File: src/rtl/stage.sv
// Shared pipeline-stage types: the Decode-facing instruction bundle and fetch controller states.
package stage;

    localparam int STAGE_ADDR_WIDTH    = 30;
    localparam int FETCH_DEPTH_DEFAULT = 2;

    typedef struct packed {
        logic                        valid;
        logic [STAGE_ADDR_WIDTH-1:0] addr;
        logic [31:0]                 insn;
    } InsnBundle;

    typedef enum logic [1:0] {
        BOOT,
        FETCH,
        FLUSH
    } FetchState;

endpackage

File: src/rtl/sync_fifo.sv
// Single-clock FIFO with registered storage, same-cycle push/pop and a whole-queue flush.
// Head data is read straight from storage, so a push becomes visible the cycle after it is written.
module sync_fifo #(
    parameter int WIDTH = 8,
    parameter int DEPTH = 2
) (
    input  logic                   clk,
    input  logic                   rst,
    input  logic                   push,
    input  logic [WIDTH-1:0]       push_data,
    input  logic                   pop,
    input  logic                   flush,
    output logic [WIDTH-1:0]       head_data,
    output logic [$clog2(DEPTH):0] count,
    output logic                   empty,
    output logic                   full
);

    localparam int PW = $clog2(DEPTH);

    logic [WIDTH-1:0] mem [DEPTH];
    logic [PW-1:0]    wr_ptr;
    logic [PW-1:0]    rd_ptr;
    logic             do_push;
    logic             do_pop;

    assign empty     = (count == '0);
    assign full      = (count == (PW+1)'(DEPTH));
    assign do_push   = push && (!full || pop);
    assign do_pop    = pop && !empty;
    assign head_data = mem[rd_ptr];

    always_ff @(posedge clk) begin
        if (!rst || flush) begin
            wr_ptr <= '0;
            rd_ptr <= '0;
            count  <= '0;
        end else begin
            if (do_push) wr_ptr <= wr_ptr + 1'b1;
            if (do_pop)  rd_ptr <= rd_ptr + 1'b1;
            count <= count + {{PW{1'b0}}, do_push} - {{PW{1'b0}}, do_pop};
        end
    end

    always_ff @(posedge clk) begin
        if (rst && !flush && do_push) mem[wr_ptr] <= push_data;
    end

endmodule

File: src/rtl/fetch_sequencer.sv
// Owns the PC, issues credit-limited word fetches and buffers in-order responses for Decode.
// Redirect reloads the PC, empties the output buffer and discards responses still in flight.
module fetch_sequencer
    import stage::*;
#(
    parameter int                    ADDR_WIDTH = 32,
    parameter logic [ADDR_WIDTH-1:0] RESET_ADDR = '0,
    parameter int                    DEPTH      = FETCH_DEPTH_DEFAULT
) (
    input  logic                  clk,
    input  logic                  rst,
    output logic                  imem_req_valid,
    input  logic                  imem_req_ready,
    output logic [ADDR_WIDTH-3:0] imem_req_addr,
    input  logic                  imem_rsp_valid,
    input  logic [31:0]           imem_rsp_data,
    input  logic                  redirect_valid,
    input  logic [ADDR_WIDTH-3:0] redirect_addr,
    input  logic                  out_ready,
    output InsnBundle             out_bundle
);

    localparam int WA = ADDR_WIDTH - 2;
    localparam int CW = $clog2(DEPTH) + 1;

    FetchState   state, state_next;
    logic [WA-1:0] pc;
    logic [CW-1:0] inflight, inflight_next, discard_cnt;
    logic [CW-1:0] addr_count, out_count;
    logic [CW:0]   credit_sum;
    logic          accept, redirect, deliver, credit_ok;
    logic          addr_empty, addr_full, out_empty, out_full;
    logic [WA-1:0] addr_head;
    logic [WA+31:0] out_head;
    logic          unused_fifo_status;

    assign accept     = imem_req_valid && imem_req_ready;
    assign redirect   = redirect_valid && (state != BOOT);
    assign deliver    = imem_rsp_valid && (discard_cnt == '0) && !redirect;
    assign credit_sum = {1'b0, inflight} + {1'b0, out_count};
    assign credit_ok  = credit_sum < (CW+1)'(DEPTH);
    assign imem_req_addr = pc;

    always_comb begin
        inflight_next = inflight;
        case ({accept, imem_rsp_valid})
            2'b10:   inflight_next = inflight + 1'b1;
            2'b01:   inflight_next = inflight - 1'b1;
            default: inflight_next = inflight;
        endcase
    end

    always_comb begin
        state_next     = state;
        imem_req_valid = 1'b0;
        case (state)
            BOOT:    state_next = FETCH;
            FETCH:   imem_req_valid = credit_ok && !redirect_valid;
            FLUSH:   if (discard_cnt == '0) state_next = FETCH;
            default: state_next = BOOT;
        endcase
        // Every request still outstanding after a redirect belongs to the old path.
        if (redirect) state_next = (inflight_next != '0) ? FLUSH : FETCH;
    end

    always_ff @(posedge clk) begin
        if (!rst) begin
            state       <= BOOT;
            pc          <= RESET_ADDR[ADDR_WIDTH-1:2];
            inflight    <= '0;
            discard_cnt <= '0;
        end else begin
            state    <= state_next;
            inflight <= inflight_next;
            if (redirect) begin
                pc          <= redirect_addr;
                discard_cnt <= inflight_next;
            end else begin
                if (accept) pc <= pc + 1'b1;
                if (imem_rsp_valid && (discard_cnt != '0)) discard_cnt <= discard_cnt - 1'b1;
            end
        end
    end

    // Pairs each in-order response with the address that requested it, stale or not.
    sync_fifo #(.WIDTH(WA), .DEPTH(DEPTH)) u_addr_fifo (
        .clk       (clk),
        .rst       (rst),
        .push      (accept),
        .push_data (pc),
        .pop       (imem_rsp_valid),
        .flush     (1'b0),
        .head_data (addr_head),
        .count     (addr_count),
        .empty     (addr_empty),
        .full      (addr_full)
    );

    sync_fifo #(.WIDTH(WA + 32), .DEPTH(DEPTH)) u_out_fifo (
        .clk       (clk),
        .rst       (rst),
        .push      (deliver),
        .push_data ({addr_head, imem_rsp_data}),
        .pop       (out_bundle.valid && out_ready),
        .flush     (redirect),
        .head_data (out_head),
        .count     (out_count),
        .empty     (out_empty),
        .full      (out_full)
    );

    assign unused_fifo_status = &{1'b0, addr_count, addr_empty, addr_full, out_full};

    always_comb begin
        out_bundle       = '0;
        out_bundle.valid = !out_empty;
        if (!out_empty) begin
            out_bundle.addr = STAGE_ADDR_WIDTH'(out_head[WA+31:32]);
            out_bundle.insn = out_head[31:0];
        end
    end

endmodule
File: config.mk
export PLATFORM = sky130hd
export DESIGN_NAME = fetch_sequencer
export DESIGN_NICKNAME = d
export VERILOG_FILES = /design/src/rtl/stage.sv /design/src/rtl/sync_fifo.sv /design/src/rtl/fetch_sequencer.sv
export SDC_FILE = /design/constraint.sdc
export NUM_CORES = 1
export LEC_CHECK = 0
export ABC_AREA = 1
export BUFFER_PORTS_ARGS = -buffer_cell sky130_fd_sc_hd__buf_2
export CAP_MARGIN = 20
export CORE_MARGIN = 3
export CORE_UTILIZATION = 44
export CTS_BUF_LIST = sky130_fd_sc_hd__clkbuf_8
export CTS_CLUSTER_DIAMETER = 150
export DETAILED_ROUTE_END_ITERATION = 8
export PLACE_DENSITY = 0.68
export SLEW_MARGIN = 30
export SYNTH_ARGS = -nofsm -noshare
export SYNTH_HDL_FRONTEND = slang
export SYNTH_SLANG_ARGS = --single-unit
File: constraint.sdc
create_clock -name clk -period 16.35 [get_ports clk]
set_input_delay 0.8175 -clock clk [delete_from_list [all_inputs] [get_ports clk]]
set_output_delay 0.8175 -clock clk [all_outputs]
set_load 0.03 [all_outputs]
==> run metrics <==
outcome completed; type of origin of the critical path register; # clock sinks 230; signal arrival time at the worst endpoint ~2400 ps; Net count, final around 1,200; commonest non-fill, non-tap cell in the layout nand2_1; site row count 53; # diodes 0; post-DP HPWL 13,300 um; Slew HR a little over two fifths; WS Path Type reg -> out; largest net degree at the start of global routing 66; register area share after synthesis 66.0%; die height ~150 um; Clk pwr share 28.3%; antenna violations before repair 0; Die Wd between 150 and 200 um; Crit Reg-Reg Startpoint state[1]; cell depth of the worst flop-to-flop path 8; final estimated routing congestion in global placement between 0.8 and 0.9; clk_lat worst skew slightly above 500 ps; H-Tree Level Count 2; Buffers on Ports around 160; switch share between 30% and 40%; global-route wire length before repair about 34,000 um; RSZ-0062 raised after global routing no; Post-Syn Area just under 10,000 um^2; remaining antenna violation count 0; pre-CTS WS roughly 13,000 ps; FF+latch area approximately 6400 um^2; syn avg cell area between 10 and 15 um^2; initial drt markers 440; fin crit share 19.8%; Ports 162; Worst Clk Skew 15.1 ps; synthesized net count 998; clock buffer depth 3; core box area approximately 21,000 um^2; CTS clk-pin slew, worst paths 60 ps; Final min period ~3200 ps; fmax just over 0.3 GHz; leading cell types in the layout, fill and taps excluded nand2_1, edfxtp_1, buf_2; Int Pwr around 1.1 mW; vias in the first global route roughly 7,000; Via Count roughly 7,000; CTS tree built; Remaining Overflow, GRT 0; Reg2Reg Setup Slack about 14,000 ps; Setup Buffers After CTS 0; Setup WS post-layout between 10,000 and 15,000 ps; worst hold path class reg -> reg; Inserted Clock Buffers 38; hold_buf cts 0; PwrDens 150 nW/um^2; MaxCap Viol Count 0; WHS Path Cells 1; gr usage total about 18%; Mapped Cells around 900; Async S/R FF share, synth 0%; Yosys reg bits 230; first-pass iteration count of the detailed router 5; count of different cell masters after synthesis 40; Seq pwr share between 40% and 50%; area growth from synthesis to layout 18.6%; Combinational Power Share between 20% and 30%; fillers between 1,500 and 2,000; EDFF count, synth roughly 180; cts repair resizes 0; Primary FF master, synth edfxtp_1; worst-margin pin slew 872 ps; synth warn 0; WL final about 22,000 um; Hold Fails Final Rpt 0; P_leak between 4 and 5 nW; Critical Path Fanout Max 63; die area approximately 24,000 um^2; average vias per placed instance roughly 5; Net Switching approximately 620 uW; CP required 15,530 ps; CTS root buf clkbuf_8; Initial Utilization approximately 46%; hold endpoint u_addr_fifo.rd_ptr; reg2reg end u_out_fifo.mem[1][19]; area of the multi-input gates 2950 um^2; worst ir drop on vdd roughly 0.10 mV; layout cells sized above 1 around a quarter; DR WL/cell roughly 15 um; post-route setup TNS 0 ps; final setup fails 0; min-delay src u_addr_fifo.rd_ptr; Final Max Tran Viols 0; # DRC 0; crit end category primary output
## synth_stat cells, types with 3 or more instances
cell type,count,area share [%]
a21oi_1,90,4.6
a21oi_2,3,0.27
a31oi_1,5,0.32
buf_1,4,0.15
buf_2,8,0.41
clkbuf_1,23,0.88
dfxtp_1,46,9.4
edfxtp_1,184,57
ha_1,7,0.90
inv_1,55,2.1
inv_2,4,0.15
mux2_2,30,3.5
nand2_1,265,10
nand2_2,3,0.19
nand3_1,49,2.5
nor2_1,91,3.5
nor2_2,5,0.32
nor2_4,4,0.46
nor3_1,4,0.21
o21ai_0,12,0.62
xnor2_1,3,0.27
xor2_1,5,0.45
## power groups by stage
stage	logic, mW	registers, mW	clock network [mW]
finish	0.511	0.733	0.491
global route	0.560	0.740	0.534
CTS	0.519	0.733	0.509
detailed placement	0.517	0.745	0
global placement	0.511	0.743	0
floorplan	0.356	0.754	0
## state kept, by name, summed over array words and instances, names as in the netlist, 2 cells and up, named ones only
signal and count:
imem_req_addr 30, u_out_fifo.count 2, u_addr_fifo.mem 60, inflight 2, discard_cnt 2, u_addr_fifo.count 2
state 2, u_out_fifo.mem 124
## layout make-up
type | instances | share of cell area (%)
clock buffer | 41 | 4.87
timing repair buffer | 169 | 7.48
clock inverter | 23 | 1.51
inverter | 60 | 1.99
sequential | 230 | 55.7
tap | 275 | 2.97
multi-input combinational | 594 | 25.5
## through the flow
| stage | cells | hold WS [ps] | power, mW | instance area, um^2 | utilization, % |
|---|---|---|---|---|---|
| 2_1_floorplan | 922 | 425 | 1.11 | 9770 | - |
| 3_3_place_gp | 1328 | 437 | 1.25 | 10800 | 50.6 |
| 3_5_place_dp | 1328 | 453 | 1.26 | 10800 | 50.6 |
| 4_1_cts | 1392 | 442 | 1.76 | 11600 | 54.1 |
| 5_1_grt | 1392 | 456 | 1.83 | 11600 | 54.1 |
| 6_report | 1392 | 469 | 1.74 | 11600 | 54.1 |
## kinds of logic after synthesis
family	after synthesis	synth area share [%]
multiplexers	30	3.46
XOR/XNOR	8	0.718
flip-flops	230	66.0
buffers and inverters	98	4.09
AO/OA/AOI/OAI	119	6.56
adder cells (fa/ha/maj)	8	1.10
AND/OR/NAND/NOR	429	18.1
## how the worst max path moves through the flow
stage | depth (start not counted) | slack, ps | end
final | 5 | 13100 | out_bundle[60]
after global routing | 5 | 12910 | out_bundle[42]
after CTS | 5 | 13060 | out_bundle[60]
after detailed placement | 9 | 13070 | u_out_fifo.mem[1][19]
after global placement | 9 | 13100 | u_out_fifo.mem[1][11]
after floorplan | 5 | 10380 | u_out_fifo.mem[0][0]
## worst max-delay path, stage by stage, from the launching register on
cell and delay (ps):
dfxtp_2 310, buf_4 310, inv_4 600, nand2_1 110
a21oi_1 260, buf_2 260
## layer usage
metal | share of wire (%) | GRT usage (%)
met4 | 2.2 | 6.06
met1 | 45 | 24.0
met3 | 7.3 | 3.50
met2 | 46 | 28.4
met5 | 0 | 0
No activity file was read; power rests on OpenSTA's default activity.
